## src/rtl/mips_pkg.sv

```systemverilog
// Shared MIPS debug definitions: default register-file geometry and the
// encodings of the register-dump FSM states.
package mips_pkg;

  localparam int DEFAULT_DEPTH      = 5;
  localparam int DEFAULT_DATA_WIDTH = 32;

  localparam logic [2:0] ST_IDLE_ENC = 3'd0;
  localparam logic [2:0] ST_READ_ENC = 3'd1;
  localparam logic [2:0] ST_HOLD_ENC = 3'd2;
  localparam logic [2:0] ST_SUM_ENC  = 3'd3;
  localparam logic [2:0] ST_DONE_ENC = 3'd4;

  typedef enum logic [2:0] {
    ST_IDLE = ST_IDLE_ENC,
    ST_READ = ST_READ_ENC,
    ST_HOLD = ST_HOLD_ENC,
    ST_SUM  = ST_SUM_ENC,
    ST_DONE = ST_DONE_ENC
  } dump_state_e;

endpackage

```

## src/rtl/reg_file_dump_reader_if.sv

```systemverilog
// Register-file read port plus the valid/ready dump stream. The reader is the
// master; the register file and stream sink together form the slave side.
interface reg_file_dump_reader_if
  import mips_pkg::*;
#(
  parameter int DEPTH      = DEFAULT_DEPTH,
  parameter int DATA_WIDTH = DEFAULT_DATA_WIDTH
);

  logic [DEPTH-1:0]      rf_addr;
  logic [DATA_WIDTH-1:0] rf_rdata;
  logic                  dout_valid;
  logic                  dout_ready;
  logic [DEPTH-1:0]      dout_addr;
  logic [DATA_WIDTH-1:0] dout_data;
  logic                  dout_last;

  modport master (
    output rf_addr,
    input  rf_rdata,
    output dout_valid,
    input  dout_ready,
    output dout_addr,
    output dout_data,
    output dout_last
  );

  modport slave (
    input  rf_addr,
    output rf_rdata,
    input  dout_valid,
    output dout_ready,
    input  dout_addr,
    input  dout_data,
    input  dout_last
  );

endinterface

```

## src/rtl/reg_file_dump_reader.sv

```systemverilog
// Debug-side register-file dumper: walks first..last (inclusive, wrapping) and
// streams each word out. Define REG_DUMP_CHECKSUM_EN to append an XOR checksum beat.
module reg_file_dump_reader
  import mips_pkg::*;
#(
  parameter int DEPTH      = DEFAULT_DEPTH,
  parameter int DATA_WIDTH = DEFAULT_DATA_WIDTH
) (
  input  logic                          clk,
  input  logic                          rst_n,
  input  logic                          start,
  input  logic                          abort,
  input  logic [DEPTH-1:0]              first_addr,
  input  logic [DEPTH-1:0]              last_addr,
  reg_file_dump_reader_if.master        bus,
  output logic                          busy,
  output logic                          done
);

  dump_state_e           state_q, state_d;
  logic [DEPTH-1:0]      ptr_q, ptr_d;
  logic [DEPTH-1:0]      last_q, last_d;
  logic                  dout_valid_q, dout_valid_d;
  logic                  dout_last_q, dout_last_d;
  logic [DEPTH-1:0]      dout_addr_q, dout_addr_d;
  logic [DATA_WIDTH-1:0] dout_data_q, dout_data_d;
`ifdef REG_DUMP_CHECKSUM_EN
  logic [DATA_WIDTH-1:0] csum_q, csum_d;
  logic                  reg_last_q, reg_last_d;
`endif

  // NOTE: every variable gets its hold value before the case statement, so no
  // path through this block can leave one unassigned and infer a latch.
  always_comb begin
    state_d      = state_q;
    ptr_d        = ptr_q;
    last_d       = last_q;
    dout_valid_d = dout_valid_q;
    dout_last_d  = dout_last_q;
    dout_addr_d  = dout_addr_q;
    dout_data_d  = dout_data_q;
`ifdef REG_DUMP_CHECKSUM_EN
    csum_d       = csum_q;
    reg_last_d   = reg_last_q;
`endif

    unique case (state_q)
      ST_IDLE: begin
        if (start && !abort) begin
          ptr_d   = first_addr;
          last_d  = last_addr;
          state_d = ST_READ;
`ifdef REG_DUMP_CHECKSUM_EN
          csum_d  = '0;
`endif
        end
      end

      ST_READ: begin
        if (abort) begin
          state_d      = ST_IDLE;
          dout_valid_d = 1'b0;
`ifdef REG_DUMP_CHECKSUM_EN
          csum_d       = '0;
`endif
        end else begin
          dout_data_d  = bus.rf_rdata;
          dout_addr_d  = ptr_q;
          dout_valid_d = 1'b1;
`ifdef REG_DUMP_CHECKSUM_EN
          dout_last_d  = 1'b0;
          reg_last_d   = (ptr_q == last_q);
          csum_d       = csum_q ^ bus.rf_rdata;
`else
          dout_last_d  = (ptr_q == last_q);
`endif
          state_d      = ST_HOLD;
        end
      end

      ST_HOLD: begin
        if (abort) begin
          state_d      = ST_IDLE;
          dout_valid_d = 1'b0;
`ifdef REG_DUMP_CHECKSUM_EN
          csum_d       = '0;
`endif
        end else if (dout_valid_q && bus.dout_ready) begin
          dout_valid_d = 1'b0;
          if (dout_last_q) begin
            state_d = ST_DONE;
`ifdef REG_DUMP_CHECKSUM_EN
          end else if (reg_last_q) begin
            state_d = ST_SUM;
`endif
          end else begin
            ptr_d   = ptr_q + 1'b1;  // wraps mod 2**DEPTH
            state_d = ST_READ;
          end
        end
      end

`ifdef REG_DUMP_CHECKSUM_EN
      ST_SUM: begin
        if (abort) begin
          state_d      = ST_IDLE;
          dout_valid_d = 1'b0;
          csum_d       = '0;
        end else begin
          dout_data_d  = csum_q;
          dout_addr_d  = '0;
          dout_last_d  = 1'b1;
          dout_valid_d = 1'b1;
          reg_last_d   = 1'b0;
          state_d      = ST_HOLD;
        end
      end
`endif

      ST_DONE: state_d = ST_IDLE;

      default: state_d = ST_IDLE;
    endcase
  end

  // NOTE: sequential state uses non-blocking assignments so every register
  // samples the pre-edge value of the others, independent of statement order.
  always_ff @(posedge clk or negedge rst_n) begin
    if (!rst_n) begin
      state_q      <= ST_IDLE;
      ptr_q        <= '0;
      last_q       <= '0;
      dout_valid_q <= 1'b0;
      dout_last_q  <= 1'b0;
      dout_addr_q  <= '0;
      dout_data_q  <= '0;
`ifdef REG_DUMP_CHECKSUM_EN
      csum_q       <= '0;
      reg_last_q   <= 1'b0;
`endif
    end else begin
      state_q      <= state_d;
      ptr_q        <= ptr_d;
      last_q       <= last_d;
      dout_valid_q <= dout_valid_d;
      dout_last_q  <= dout_last_d;
      dout_addr_q  <= dout_addr_d;
      dout_data_q  <= dout_data_d;
`ifdef REG_DUMP_CHECKSUM_EN
      csum_q       <= csum_d;
      reg_last_q   <= reg_last_d;
`endif
    end
  end

  assign bus.rf_addr    = (state_q == ST_IDLE) ? '0 : ptr_q;
  assign bus.dout_valid = dout_valid_q;
  assign bus.dout_last  = dout_last_q;
  assign bus.dout_addr  = dout_addr_q;
  assign bus.dout_data  = dout_data_q;
  assign busy           = (state_q != ST_IDLE);
  // An abort landing on the DONE cycle suppresses the completion pulse.
  assign done           = (state_q == ST_DONE) && !abort;

endmodule

```

## src/flat_wrapper.sv

```systemverilog
// flat-port wrapper written by rule: the top's interface ports become plain ports
module reg_file_dump_reader_flat import mips_pkg::*;
#(
  parameter int DEPTH      = DEFAULT_DEPTH,
  parameter int DATA_WIDTH = DEFAULT_DATA_WIDTH
)
  (clk, rst_n, start, abort, first_addr, last_addr, busy, done, bus_rf_addr, bus_rf_rdata, bus_dout_valid, bus_dout_ready, bus_dout_addr, bus_dout_data, bus_dout_last);
  reg_file_dump_reader_if #(.DEPTH(DEPTH), .DATA_WIDTH(DATA_WIDTH)) bus_i ();
  input  logic clk;
  input  logic rst_n;
  input  logic start;
  input  logic abort;
  input  logic [DEPTH-1:0] first_addr;
  input  logic [DEPTH-1:0] last_addr;
  output logic busy;
  output logic done;
  output wire logic [$bits(bus_i.rf_addr)-1:0] bus_rf_addr;
  input wire logic [$bits(bus_i.rf_rdata)-1:0] bus_rf_rdata;
  output wire logic [$bits(bus_i.dout_valid)-1:0] bus_dout_valid;
  input wire logic [$bits(bus_i.dout_ready)-1:0] bus_dout_ready;
  output wire logic [$bits(bus_i.dout_addr)-1:0] bus_dout_addr;
  output wire logic [$bits(bus_i.dout_data)-1:0] bus_dout_data;
  output wire logic [$bits(bus_i.dout_last)-1:0] bus_dout_last;
  assign bus_rf_addr = bus_i.rf_addr;
  assign bus_i.rf_rdata = bus_rf_rdata;
  assign bus_dout_valid = bus_i.dout_valid;
  assign bus_i.dout_ready = bus_dout_ready;
  assign bus_dout_addr = bus_i.dout_addr;
  assign bus_dout_data = bus_i.dout_data;
  assign bus_dout_last = bus_i.dout_last;
  reg_file_dump_reader #(.DEPTH(DEPTH), .DATA_WIDTH(DATA_WIDTH)) u_core (.clk(clk), .rst_n(rst_n), .start(start), .abort(abort), .first_addr(first_addr), .last_addr(last_addr), .bus(bus_i), .busy(busy), .done(done));
endmodule
```

## config.mk

```make
export PLATFORM = sky130hd
export DESIGN_NAME = reg_file_dump_reader_flat
export DESIGN_NICKNAME = d
export VERILOG_FILES = /design/src/rtl/mips_pkg.sv /design/src/rtl/reg_file_dump_reader_if.sv /design/src/rtl/reg_file_dump_reader.sv /design/src/flat_wrapper.sv
export SDC_FILE = /design/constraint.sdc
export NUM_CORES = 1
export LEC_CHECK = 0
export CAP_MARGIN = 20
export CORE_MARGIN = 3
export CORE_UTILIZATION = 28
export DETAILED_ROUTE_END_ITERATION = 8
export SYNTH_ARGS = -nofsm -noshare
export SYNTH_HDL_FRONTEND = slang
export SYNTH_SLANG_ARGS = --single-unit
```

## constraint.sdc

```tcl
create_clock -name clk -period 4.1 [get_ports clk]
set_input_delay 1.025 -clock clk [delete_from_list [all_inputs] [get_ports clk]]
set_output_delay 1.025 -clock clk [all_outputs]
set_load 0.03 [all_outputs]
```

======== Word level (Yosys, flattened, before mapping) ========
Cells that the tools add are included.
word-level totals
  output and inout port bits .............. 46
  flip-flop bits (word level) ............. 52
  logic and storage cells ................. 47
  input bits .............................. 47
operators by class
  reductions and logical operators ........ 13
  muxes and demuxes ....................... 16
  bitwise logic cells ..................... 1
  add/subtract/negate cells ............... 1
  eq/ne operators ......................... 9
operators with widths
  operator                                              count
  two-way mux 5 bit                                     5
  two-way mux 3 bit                                     4
  case mux 5 bit (2 select lines)                       1
  case mux 3 bit (3 select lines)                       1
  AND reduction 2 bit                                   4
  adder 5 x 1 -> 5 bit (second input constant)          1
  equality test 5 bit                                   1
  AND reduction 5 bit                                   1
  != test 2 x 1 -> 1 bit (second input constant)        2
  != test 2 bit (second input constant)                 2
  nonzero test 2 bit                                    2
  equality test 3 x 1 -> 1 bit (second input constant)  1
  equality test 3 x 2 -> 1 bit (second input constant)  1
  equality test 3 bit (second input constant)           1
  logical AND 1 bit                                     3
  logical NOT 3 bit                                     1
  two-way mux 1 bit                                     3
  != test 3 x 2 -> 1 bit (second input constant)        1
  nonzero test 3 bit                                    1
  two-way mux 2 bit                                     1
  case mux 1 bit (2 select lines)                       1
  logical NOT 1 bit                                     1
  inverter 1 bit                                        1

======== Depth between registers and ports, before layout ========
Gate-level depths: netlist of the first run.
  word-level depth ........................ 5
  depth in mapped cells ................... 7
  mapped depth without buffers ............ 5

======== Worst setup path after synthesis of the first run ========
OpenSTA, ideal clock, no wires.
  path kind ............................... input to output
  from .................................... input port abort
  to ...................................... output port done
  slack ................................... 1.010 ns
  stages .................................. 1
  required time ........................... 3.075 ns
  buffers on the path ..................... 0
  data arrival time ....................... 2.065 ns
  cells stage by stage .................... nor4b_1
on the way
  word-level cells in the longest chain between the ends .. 2
RTL lines
  element            RTL line                     text
  from (decl)        flat_wrapper.sv:12           input logic abort;
  logical NOT 1 bit  reg_file_dump_reader.sv:163  assign done = (state_q == ST_DONE) && !abort;
  logical AND 1 bit  reg_file_dump_reader.sv:163
  to (decl)          flat_wrapper.sv:16           output logic done;
No other way between the ends.

======== Worst setup path after layout of the first run ========
Same ends and word-level chain as after synthesis.

==> results.json, run 1 <==
{
  "hp-class": "flip-flop to flip-flop",
  "rows": 32,
  "mostFrequentLayoutCells": "clkdlybuf4s50_1 (91), dfrtp_1 (52), mux2_2 (29)",
  "grt_pass1_vias": 1706,
  "yosysSeqAreaShare_pct": 57.1,
  "postLayoutCoreUtil_pct": 43.0,
  "worst_hold_path.num_cells": 2,
  "grt_first_pass_wirelength_mm": 8.17,
  "syn-instance-count": 175,
  "place_inst": 362,
  "fp.dieW_um": 96.2,
  "clk_latency_ns": 0.30,
  "max-vdd-ir-drop_uv": 292,
  "power_mw": 2.02,
  "cts_buffers": 5,
  "drc_errors": 0,
  "layout_worst_path_cycle_share_pct": 87.7,
  "slew_violations": 0,
  "synth_area_mm2": 0.00228,
  "rsz0062_at_grt": "false",
  "routedWlPerCell_um": 14.0,
  "cts-resized-gates": 0,
  "final_nets": 315,
  "drt_wl_total_mm": 5.15,
  "via_per_inst": 4.51,
  "num_antenna_cells": 0,
  "max_freq_ghz": 0.278,
  "synth_seq_cells": 52,
  "yosysWarningCount": 0,
  "grt_max_degree": 40,
  "skew_ns": 0.00974,
  "syn_area_per_cell_um2": 13.0,
  "syn_to_final_growth_pct": 47.3,
  "setup-violations-final": 0,
  "coreArea_mm2": 0.00781,
  "antenna_found_initial": 0,
  "hpwl_mm": 3.74,
  "die_h_um": 96.2,
  "cts_tree": "yes",
  "top_layer": "met4",
  "io_buffers": 92,
  "place.gp.congestion": 0.802,
  "fin_area_mm2": 0.00335,
  "synth_cell_types": 36,
  "htreeDepth": 2,
  "drive_gt1_share_pct": 19.1,
  "fin_tns_setup_ns": 0,
  "clk_pin_slew_ns": 0.09,
  "power_density_mw_per_mm2": 602,
  "dieArea_mm2": 0.00925,
  "synth_nets": 223,
  "layout.cells.non_filler": 369,
  "ios": 93,
  "layout_commonest_cell": "clkdlybuf4s50_1",
  "cts_hold_buf": 0,
  "end_kind": "primary output",
  "worstSetupPathType": "input port to primary output",
  "ctsRootBufferMaster": "clkbuf_8",
  "met3_wirelength_um": 442,
  "firstDrtPassIters": 4,
  "p_leak_nw": 1.38,
  "slew-limit-headroom_pct": 45.9,
  "globalRouteTotalUtil_pct": 11.4,
  "cp_max_fo": 5,
  "r2r_cells": 3,
  "postCtsSetupBuffers": 0,
  "vias": 1666,
  "critPathArrivalTime_ns": 2.57,
  "clock_sinks": 52,
  "max-clock-path-buffers": 2,
  "period_minus_slack_ns": 3.60,
  "maxCapViolCount": 0,
  "hold_viol": 0,
  "first_iter_violations": 63,
  "start_util_pct": 29.2,
  "antenna_left": 0,
  "placed_area_mm2": 0.00327,
  "tightest_slew_ns": 0.811,
  "worstSetupStartpointType": "input port",
  "critical_path_required_ns": 3.07,
  "grt-ovfl-total": 0,
  "met1_length_mm": 2.28,
  "met2_length_mm": 2.41,
  "outcome": "completed"
}
## layer usage
layer / vias to the layer above / track usage [%]
met3: 3 / 3.60
met1: 809 / 14.4
met2: 61 / 18.6
met4: 0 / 3.55
met5: - / 0
li1: 793 / -
## final timing paths
path | start | to | slack (ns)
max in group asynchronous | rst_n | u_core.bus.dout_data[21] | 2.56
worst max register to register | u_core.state_q[2] | u_core.bus.dout_addr[4] | 2.20
worst min-delay path | u_core.last_q[4] | u_core.last_q[4] | 0.50
min in group asynchronous | rst_n | u_core.bus.dout_data[27] | 0.81
worst max-delay path | abort | done | 0.50
worst min register to register | u_core.last_q[4] | u_core.last_q[4] | 0.50
## where the power goes
group          leakage, nW  internal [mW]  switching, mW  total (mW)
Sequential           0.628          0.682          0.114       0.796
Combinational        0.715          0.459          0.485       0.944
Clock               0.0400          0.116          0.165       0.281
Total                 1.38           1.26          0.764        2.02
## flip-flops by register name (all words and copies together), names as in the netlist
register	flops
u_core.bus.dout_addr	5
u_core.last_q	5
u_core.state_q	3
u_core.bus.dout_data	32
u_core.ptr_q	5
u_core.bus.dout_valid	1
u_core.bus.dout_last	1
## layout make-up
type,instances,area [µm²]
Fill cell,767,4450
Clock inverter,2,12.5
Timing Repair Buffer,93,923
Tap cell,102,128
Sequential cell,52,1300
Inverter,4,15.0
Multi-Input combinational cell,111,906
Clock buffer,5,68.8
## synth_stat cells
library cell	instances	area, µm²
dfrtp_1	52	1300
mux2_2	29	327
nand2_1	18	67.6
mux2_4	8	120
o21ai_0	7	35.0
buf_2	5	25.0
nand3_1	5	25.0
nor2b_1	5	31.3
a21oi_1	4	20.0
nor3_1	4	20.0
inv_1	3	11.3
mux2i_1	3	30.0
xor2_1	3	26.3
a22oi_1	2	15.0
buf_6	2	22.5
nor2_1	2	7.51
o22ai_1	2	12.5
o2bb2ai_1	2	17.5
xnor2_1	2	17.5
and2_4	1	8.76
and3_1	1	6.26
buf_4	1	7.51
ha_1	1	12.5
inv_2	1	3.75
nand2b_1	1	6.26
nand3b_1	1	7.51
nand4_1	1	6.26
nand4b_1	1	8.76
nor2_2	1	6.26
nor2_4	1	11.3
nor3b_1	1	7.51
nor4_1	1	6.26
nor4_4	1	21.3
nor4b_1	1	8.76
o21a_1	1	7.51
or3b_1	1	8.76
## kinds of logic (layout without fill, tap and decap cells)
| family | after synthesis | in the layout | share of synthesized area, % |
|---|---|---|---|
| muxes | 40 | 40 | 20.9 |
| DFF | 52 | 52 | 57.1 |
| xor gates and xnor gates | 5 | 5 | 1.92 |
| AOI/OAI and AO/OA | 18 | 18 | 4.73 |
| adders and majority gates | 1 | 1 | 0.549 |
| and+or+nand+nor | 47 | 47 | 11.6 |
| buffers and inverters | 12 | 104 | 3.08 |
## worst max-delay path: stages
cell,delay [ns]
clkdlybuf4s50_1,0.52
nor4b_1,0.29
clkdlybuf4s50_1,0.73
## through the flow
step / setup WS, ns / hold slack [ns]
3_5_place_dp: 0.497 / 0.485
2_1_floorplan: 1.01 / 0.465
6_report: 0.503 / 0.503
4_1_cts: 0.484 / 0.508
3_3_place_gp: 0.525 / 0.486
5_1_grt: 0.422 / 0.524
Power figures use the tool's default switching activity.
==> run 2, diff against run 1 <==
--- a/config.mk
+++ b/config.mk
@@ -9,6 +9,7 @@
 export CORE_MARGIN = 3
 export CORE_UTILIZATION = 28
 export DETAILED_ROUTE_END_ITERATION = 8
+export PLACE_DENSITY = 0.66
 export SYNTH_ARGS = -nofsm -noshare
 export SYNTH_HDL_FRONTEND = slang
 export SYNTH_SLANG_ARGS = --single-unit
==> constraint.sdc (replaced) <==
create_clock -name clk -period 4.1 [get_ports clk]
set_input_delay 0.82 -clock clk [delete_from_list [all_inputs] [get_ports clk]]
set_output_delay 0.82 -clock clk [all_outputs]
set_load 0.03 [all_outputs]
==> run 2 against run 1 <==
Against the previous run: design area is 0.37% higher; utilization grew 0.16 points; via count is 0.96% higher; critical path depth unchanged; setup slack better by 0.35 ns; sequential cell count unchanged; clock skew shrank 0.0024 ns; sequential share of layout area fell by 0.14 points; critical path type unchanged; highest routed layer unchanged.
==> results.json, run 2 (synthesis results as in run 1) <==
{
  "rsz0062_at_grt": "false",
  "syn_to_final_growth_pct": 47.9,
  "cp_max_fo": 5,
  "postLayoutCoreUtil_pct": 43.1,
  "worstSetupPathType": "input port to primary output",
  "crit_family": "buffers and inverters",
  "crit_start": "abort",
  "regToRegStartpoint": "u_core.state_q[2]",
  "layout_commonest_cell": "clkdlybuf4s50_1",
  "clk_pin_slew_ns": 0.09,
  "clock_sinks": 52,
  "place.gp.congestion": 0.751,
  "drc_errors": 0,
  "setup-violations-final": 0,
  "slew_violations": 0,
  "max-vdd-ir-drop_uv": 243,
  "fp.dieW_um": 96.2,
  "met1_length_mm": 2.34,
  "drt_wl_total_mm": 5.35,
  "globalRouteTotalUtil_pct": 11.6,
  "num_antenna_cells": 0,
  "hold_viol": 0,
  "start_util_pct": 29.2,
  "end_kind": "primary output",
  "skew_ns": 0.00735,
  "p_seq_share_pct": 38.8,
  "grt-ovfl-total": 0,
  "worst_path_max_delay_cell": "clkdlybuf4s50_1",
  "worstSetupStartpointType": "input port",
  "routedWlPerCell_um": 14.5,
  "clock_power_share_pct": 15.1,
  "antenna_left": 0,
  "tightest_slew_ns": 0.748,
  "io_buffers": 92,
  "internal_power_mw": 1.28,
  "cts_tree": "yes",
  "mostFrequentLayoutCells": "clkdlybuf4s50_1 (91), dfrtp_1 (52), mux2_2 (29)",
  "via_per_inst": 4.55,
  "critical_path_required_ns": 3.28,
  "antenna_found_initial": 0,
  "ctsRootBufferMaster": "clkbuf_8",
  "ios": 93,
  "htreeDepth": 2,
  "met3_wirelength_um": 315,
  "coreArea_mm2": 0.00781,
  "max_freq_ghz": 0.308,
  "firstDrtPassIters": 4,
  "p_leak_nw": 1.39,
  "pwr-share-comb_pct": 46.2,
  "met2_length_mm": 2.65,
  "p_sw_share_pct": 37.7,
  "grt_max_degree": 40,
  "final_nets": 315,
  "top_layer": "met4",
  "cts_buffers": 5,
  "postCtsSetupBuffers": 0,
  "pre_cts_ws_ns": 0.868,
  "fillers": 758,
  "power_switching_mw": 0.773,
  "cts-resized-gates": 0,
  "power_density_mw_per_mm2": 610,
  "grt_pass1_vias": 1703,
  "vias": 1682,
  "maxCapViolCount": 0,
  "critical-path-max-stage-delay_ns": 0.76,
  "period_minus_slack_ns": 3.24,
  "hp-class": "input port to async pin",
  "path_cells": "clkdlybuf4s50_1 -> nor4b_1 -> clkdlybuf4s50_1",
  "drive_gt1_share_pct": 19.0,
  "outcome": "completed",
  "largest_reg_flops": 32,
  "hpwl_mm": 3.92,
  "cts_hold_buf": 0,
  "slew-limit-headroom_pct": 49.7,
  "critPathArrivalTime_ns": 2.42,
  "grt_first_pass_wirelength_mm": 8.21,
  "power_mw": 2.05,
  "crit_buf_inv": 2,
  "first_iter_violations": 42,
  "cp_common_cell": "clkdlybuf4s50_1",
  "finalWorstSetupSlack_ns": 0.856,
  "max-clock-path-buffers": 2,
  "layout_worst_path_cycle_share_pct": 79.1,
  "rows": 32,
  "r2r_slack_ns": 2.21,
  "fin_tns_setup_ns": 0,
  "die_h_um": 96.2,
  "clk_latency_ns": 0.30,
  "dieArea_mm2": 0.00925
}
run 2: cell types whose count changed in the layout (fill, tap and decap cells not counted), sizes merged:
cell,delta
clkbuf,+2
clkinv,-1
run 2: worst paths after layout:
check	cells past startpoint	end
setup / recovery	3	done
hold / removal	1	u_core.bus.dout_data[10]
setup reg to reg	3	u_core.bus.dout_addr[1]
hold reg to reg	2	u_core.last_q[0]
max in group asynchronous	2	u_core.bus.dout_data[4]
min in group clk	2	u_core.last_q[0]
run 2: worst register-to-register path, stage by stage, from the launching register on:
cell and delay, ns:
dfrtp_1 0.51, nor2_2 0.28, and2_4 0.57, mux2_2 0.43
run 2: per-layer routing:
layer  vias to the layer above  track usage [%]
met5                         -                0
met4                         0             3.91
met3                         5             3.05
met2                        46             19.6
met1                       831             14.2
li1                        800                -
run 2: power by group through the flow:
stage | Combinational [mW] | Clock [mW] | Sequential, mW
2_1_floorplan | 0.260 | 0 | 1.08
3_3_place_gp | 0.950 | 0 | 0.802
3_5_place_dp | 0.957 | 0 | 0.811
4_1_cts | 0.961 | 0.324 | 0.801
5_1_grt | 1.00 | 0.339 | 0.822
6_report | 0.947 | 0.309 | 0.796
run 2: per-stage QoR:
step | hold WS [ns] | area (µm²) | std cells
5_1_grt | 0.526 | 3370 | 370
4_1_cts | 0.500 | 3370 | 370
6_report | 0.487 | 3370 | 370
3_5_place_dp | 0.490 | 3270 | 362
3_3_place_gp | 0.486 | 3270 | 362
2_1_floorplan | 0.465 | 2280 | 175
run 2: final cells by class:
class | count | area, µm² | area share [%]
Sequential cell | 52 | 1300 | 38.6
Clock inverter | 1 | 7.51 | 0.223
Timing Repair Buffer | 93 | 923 | 27.4
Inverter | 4 | 15.0 | 0.446
Clock buffer | 7 | 86.3 | 2.56
Multi-Input combinational cell | 111 | 906 | 26.9
Tap cell | 102 | 128 | 3.79
==> run 3, diff against run 2 <==
--- a/config.mk
+++ b/config.mk
@@ -9,7 +9,7 @@
 export CORE_MARGIN = 3
 export CORE_UTILIZATION = 28
 export DETAILED_ROUTE_END_ITERATION = 8
-export PLACE_DENSITY = 0.66
+export PLACE_DENSITY = 0.68
 export SYNTH_ARGS = -nofsm -noshare
 export SYNTH_HDL_FRONTEND = slang
 export SYNTH_SLANG_ARGS = --single-unit
==> constraint.sdc (replaced) <==
create_clock -name clk -period 2.9 [get_ports clk]
set_input_delay 0.58 -clock clk [delete_from_list [all_inputs] [get_ports clk]]
set_output_delay 0.58 -clock clk [all_outputs]
set_load 0.03 [all_outputs]
==> run 3 against run 2 <==
Against the previous run: critical path type is now flip-flop to primary output; critical endpoint is now bus_rf_addr[3]; sequential power is 42% higher; clock power rose by 36%; power is 41% higher; routed wire length grew 2.5%.
==> results.json, run 3 (synthesis results as in run 1) <==
{
  "grt-ovfl-total": 0,
  "r2r_cells": 3,
  "via_per_inst": 4.49,
  "ctsRootBufferMaster": "clkbuf_8",
  "slew-limit-headroom_pct": 58.5,
  "coreArea_mm2": 0.00781,
  "max_freq_ghz": 0.400,
  "hpwl_mm": 3.99,
  "grt_max_degree": 40,
  "maxCapViolCount": 0,
  "worstSetupStartpointType": "flip-flop",
  "die_h_um": 96.2,
  "final_nets": 317,
  "grt_pass1_vias": 1735,
  "period_minus_slack_ns": 2.50,
  "r2r_slack_ns": 1.02,
  "largest_reg_flops": 32,
  "clk_latency_ns": 0.30,
  "slew_violations": 0,
  "multiInputGateArea_um2": 906,
  "worstSetupPathType": "flip-flop to primary output",
  "power_density_mw_per_mm2": 856,
  "clock_sinks": 52,
  "pwr-share-comb_pct": 46.4,
  "cp_max_fo": 10,
  "rows": 32,
  "layout_commonest_cell": "clkdlybuf4s50_1",
  "fin_tns_setup_ns": 0,
  "max-clock-path-buffers": 2,
  "cts_tree": "yes",
  "p_sw_share_pct": 37.5,
  "htreeDepth": 2,
  "skew_ns": 0.00578,
  "internal_power_mw": 1.81,
  "antenna_found_initial": 0,
  "cts-resized-gates": 0,
  "regToRegStartpoint": "u_core.state_q[0]",
  "holdWs_ns": 0.207,
  "vias": 1669,
  "num_antenna_cells": 0,
  "power_switching_mw": 1.09,
  "io_buffers": 92,
  "antenna_left": 0,
  "clock_power_share_pct": 14.5,
  "hp-class": "input port to async pin",
  "reg2reg_to": "u_core.bus.dout_data[11]",
  "end_kind": "primary output",
  "postCtsSetupBuffers": 0,
  "routedWlPerCell_um": 14.7,
  "start_util_pct": 29.2,
  "outcome": "completed",
  "grt_first_pass_wirelength_mm": 8.51,
  "syn_to_final_growth_pct": 48.8,
  "critPathArrivalTime_ns": 1.92,
  "cts_buffers": 5,
  "drc_errors": 0,
  "clk_pin_slew_ns": 0.09,
  "critical_path_required_ns": 2.32,
  "globalRouteTotalUtil_pct": 11.9,
  "ios": 93,
  "fp.dieW_um": 96.2,
  "drive_gt1_share_pct": 19.6,
  "p_leak_nw": 1.40,
  "tightest_slew_ns": 0.621,
  "layout_worst_path_cycle_share_pct": 86.2,
  "p_seq_share_pct": 39.1,
  "hold_viol": 0,
  "cts_hold_buf": 0,
  "max-vdd-ir-drop_uv": 340,
  "first_iter_violations": 71,
  "regArea_mm2": 0.00130,
  "mostFrequentLayoutCells": "clkdlybuf4s50_1 (90), dfrtp_1 (52), mux2_2 (29)",
  "setup-violations-final": 0,
  "firstDrtPassIters": 5,
  "drt_wl_total_mm": 5.48,
  "rsz0062_at_grt": "false",
  "fillers": 774,
  "dieArea_mm2": 0.00925,
  "place.gp.congestion": 0.781
}
==> run 3: cell count changes in the layout (fill, tap and decap cells not counted) <==
cell	previous run	this run
buf_4	1	3
buf_12	0	1
clkbuf_1	1	2
clkdlybuf4s50_1	91	90
clkinvlp_4	1	0
==> run 3: per-layer routing <==
metal | share of wire (%) | track usage (%)
met1 | 43 | 15.5
met2 | 50 | 19.7
met3 | 6.6 | 3.36
met4 | 0.69 | 2.84
met5 | 0 | 0
==> run 3: cell type report <==
type / instances / area share [%]
Tap cell: 102 / 3.77
Timing Repair Buffer: 95 / 28.0
Clock buffer: 8 / 2.66
Inverter: 4 / 0.443
Sequential cell: 52 / 38.4
Multi-Input combinational cell: 111 / 26.7
==> run 3: power groups by stage <==
| stage | combinational, mW | clock [mW] | sequential (mW) |
|---|---|---|---|
| detailed placement | 1.36 | 0 | 1.15 |
| global route | 1.43 | 0.472 | 1.17 |
| finish | 1.35 | 0.420 | 1.13 |
| global placement | 1.34 | 0 | 1.14 |
| floorplan | 0.368 | 0 | 1.53 |
| CTS | 1.37 | 0.441 | 1.14 |
==> run 3: through the flow <==
step           worst slack (ns)  total power [mW]  area [µm²]  cells  util (%)
2_1_floorplan             0.700              1.90        2280    175         -
3_3_place_gp              0.484              2.48        3300    364      42.2
3_5_place_dp              0.396              2.51        3300    364      42.2
4_1_cts                   0.395              2.94        3390    372      43.4
5_1_grt                   0.292              3.07        3390    372      43.4
6_report                  0.401              2.90        3390    372      43.4
==> run 3: worst max-delay path, cell delays in order, from the launching register on <==
cell,delay (ns)
dfrtp_1,0.54
nor3_1,0.10
buf_4,0.17
nor2b_1,0.12
clkdlybuf4s50_1,0.70
==> run 3: worst max path at each step <==
stage / from / end / slack, ns / depth (start not counted)
after floorplan: abort / done / 0.70 / 1
after global placement: abort / u_core.bus.dout_data[13] / 0.48 / 4
after detailed placement: abort / u_core.bus.dout_data[11] / 0.40 / 4
after CTS: u_core.state_q[0] / bus_rf_addr[4] / 0.40 / 4
after global routing: u_core.state_q[2] / bus_rf_addr[3] / 0.29 / 4
final: u_core.state_q[0] / bus_rf_addr[3] / 0.40 / 4
==> edit 1 (settings of run 3) <==
The package constant `DEFAULT_DATA_WIDTH` goes from 32 to 64.
--- a/src/rtl/mips_pkg.sv
+++ b/src/rtl/mips_pkg.sv
@@ -5,3 +5,3 @@
   localparam int DEFAULT_DEPTH      = 5;
-  localparam int DEFAULT_DATA_WIDTH = 32;
+  localparam int DEFAULT_DATA_WIDTH = 64;
 
Ports: changed (resized bus_dout_data and bus_rf_rdata); port bits go from 93 to 157. The function was not compared with the original's and may differ.
==> edit 1 against run 3 <==
- sequential share of layout area down 1.9 points
- wire length is 60% higher
- clock skew up 0.0014 ns
- power increased by 91%
- worst hold slack worse by 0.014 ns
- synthesized cell count is 32% higher
- worst setup slack worse by 0.023 ns
- critical path depth is the same
- final area rose by 70%
- synthesized area is 67% higher
- sequential cell count grew 32
- critical endpoint unchanged
- largest cell class unchanged
- highest routed layer unchanged
==> edit 1: results <==
[logic_synthesis]
yosysSeqAreaShare_pct = 55.2
synth_compound_area_share_pct = 2.37
syn_inst = 231
ys_types = 32
synth_xor_area_share_pct = 1.15
synth_nets = 311
synthMuxAreaShare_pct = 30.4
synthTopCellsByCount = dfrtp_1 (84), mux2_4 (67), mux2_2 (10)
synth_area_leaders = dfrtp_1 (55%), mux2_4 (26%), buf_12 (4.2%)
synthAdderAreaFrac_pct = 0.329

[placement]
place_ws_ns = 0.434
place_congestion = 0.753
hpwl_um = 6240
placed_cells = 552
numPortBuffers = 156
place_area_um2 = 5470

[grt]
grt.total_usage_pct = 12.0
grt_first_pass_wirelength_um = 13900
grt_overflow = 0
grt_pass1_vias = 2668

[clock_tree]
clk_pin_slew_worst_paths_ns = 0.06
cts_root_buffer = clkbuf_16
cts_buffers = 9
clk_latency_ns = 0.33
cts_setup_buffers = 0

[setup_path]
r2r_slack_ns = 1.04
cp_slowest_stage_delay_ns = 0.68
crit_arrival_ns = 1.94
crit_path_start = u_core.state_q[1]
r2r_end = u_core.bus.dout_data[27]

[power]
p_comb_mw = 2.53
p_leak_nw = 2.43
p_int_mw = 3.59
switching_share_pct = 35.0
peakVddDrop_uv = 346
clk-power_mw = 1.13

[routing]
viasPerCell = 4.32
wirelength_um = 8790
vias = 2450
drt_iter0_markers = 111
drt_first_pass_iters = 4

[cells_and_area]
final_layout_size_suffix_gt1_share_pct = 26.3
num_antenna_cells = 0
largest_reg_flops = 64

[timing]
whs_ns = 0.192
fin_crit_sh_pct = 87.0
worstMarginPinSlew_ns = 0.518
clock_skew_ns = 0.00720

[status]
outcome = finished clean
==> edit 1: routing by layer <==
layer  routed length, um  share of wire (%)  up-vias  global-route usage [%]
met2                3990                 45      116                    17.8
li1                    -                  -     1131                       -
met3                 769                8.7       14                    4.15
met5                   0                  0        -                       0
met4                 181                2.1        0                    6.16
met1                3860                 44     1189                    15.4
==> edit 1: area by class of cell <==
class	count	area, um^2
clock buffers	10	239
clock inverters	5	52.6
fillers	1172	7220
inverters	4	15.0
multi-input cells	131	1490
flip-flops and latches	84	2100
well taps	172	215
repair buffers	161	1640
==> edit 1: worst register-to-register path, cell delays in order (launching register included) <==
cell	delay [ns]
dfrtp_1	0.49
nor4b_4	0.46
buf_12	0.34
mux2_2	0.46
==> edit 1: kinds of logic after synthesis <==
group | after synthesis
mux | 81
buf+inv | 16
xor+xnor | 5
compound gates | 14
flops | 84
fa+ha+maj | 1
simple gates | 30
==> edit 2 (flow settings as in run 3) <==
Without the edit above. Take the reset off `dout_addr_q` and load it in a clocked block of its own.
--- a/src/rtl/reg_file_dump_reader.sv
+++ b/src/rtl/reg_file_dump_reader.sv
@@ -134,3 +134,2 @@
       dout_last_q  <= 1'b0;
-      dout_addr_q  <= '0;
       dout_data_q  <= '0;
@@ -146,3 +145,2 @@
       dout_last_q  <= dout_last_d;
-      dout_addr_q  <= dout_addr_d;
       dout_data_q  <= dout_data_d;
@@ -153,2 +151,6 @@
     end
+  end
+
+  always_ff @(posedge clk) begin
+    dout_addr_q <= dout_addr_d;
   end
Behaviour: differs if rst_n is asserted again (counterexample within 4 cycles, from zero or initial values and one cycle with rst_n low); with rst_n held inactive, the same outputs for 10 cycles.
==> edit 2 against run 3 <==
- wire length down 8.8%
- combinational power down 13%
- count of clock-buffer cells in the layout down 1
- power is 6.3% lower
- sequential cell count stayed put
- first-iteration DRC count shrank 23%
- synthesized area down 2.6%
- final area fell by 1.2%
- worst setup slack worse by 0.11 ns
- maximum frequency down 4.1%
- die area decreased by 2.4%
- highest routed layer unchanged
==> edit 2: results <==
[status]
outcome = finished clean

[placement]
place_ws_ns = 0.271
hpwl_um = 3660
place_congestion = 0.767

[grt]
grt_pass1_vias = 1684
use_met1_pct = 14.4
grt_max_degree = 32
grtUsageMet3_pct = 5.13
grt_first_pass_wirelength_um = 8180

[setup_path]
r2r_end = u_core.bus.dout_data[28]
r2r-start = u_core.state_q[2]
cp-endpoint = done
crit_arrival_ns = 2.03
cp_max_fo = 4
crit_path_start = abort

[power]
p_leak_nw = 1.32
peakVddDrop_uv = 406

[routing]
dr_wl_met3_um = 523
met2WireLength_um = 2310
vias = 1604
drt_iter0_markers = 55
m1WireLength_um = 2130

[logic_synthesis]
synth_xor_area_share_pct = 1.97
synth_nets = 207
synthAdderAreaFrac_pct = 0.564
synth_compound_area_share_pct = 4.85
synthTopCellsByCount = dfrtp_1 (47), mux2_2 (32), nand2_1 (6), o21ai_0 (6)

[cells_and_area]
final_layout_size_suffix_gt1_share_pct = 20.2
num-nonclk-buffers = 98
multi_input_area_share_pct = 24.4
fin_nets = 304
[edit 2: changes by cell type in the layout (fill, tap and decap cells not counted), moves of 2 or more]
cell and change:
nand2_1 -12, buf_4 +3, mux2_1 +5, edfxtp_1 +5, mux2_4 -8, mux2_2 +3, nand2b_1 +2, nand3_1 -2
a22oi_1 -2, dfrtp_1 -5
[edit 2: cells by family (layout without fill, tap and decap cells)]
group	after synthesis	in the layout
buffers and inverters	12	110
flip-flops	52	52
AND/OR/NAND/NOR	33	33
AO/OA/AOI/OAI	17	17
XOR/XNOR	5	5
multiplexers	39	39
adder cells (fa/ha/maj)	1	1
[edit 2: power by group through the flow]
stage                     Sequential, mW  Combinational (mW)  Clock (mW)
after floorplan                     1.43               0.326           0
after global placement              1.10                1.17           0
after detailed placement            1.12                1.18           0
after CTS                           1.10                1.18       0.474
after global routing                1.13                1.24       0.507
final                               1.10                1.17       0.454
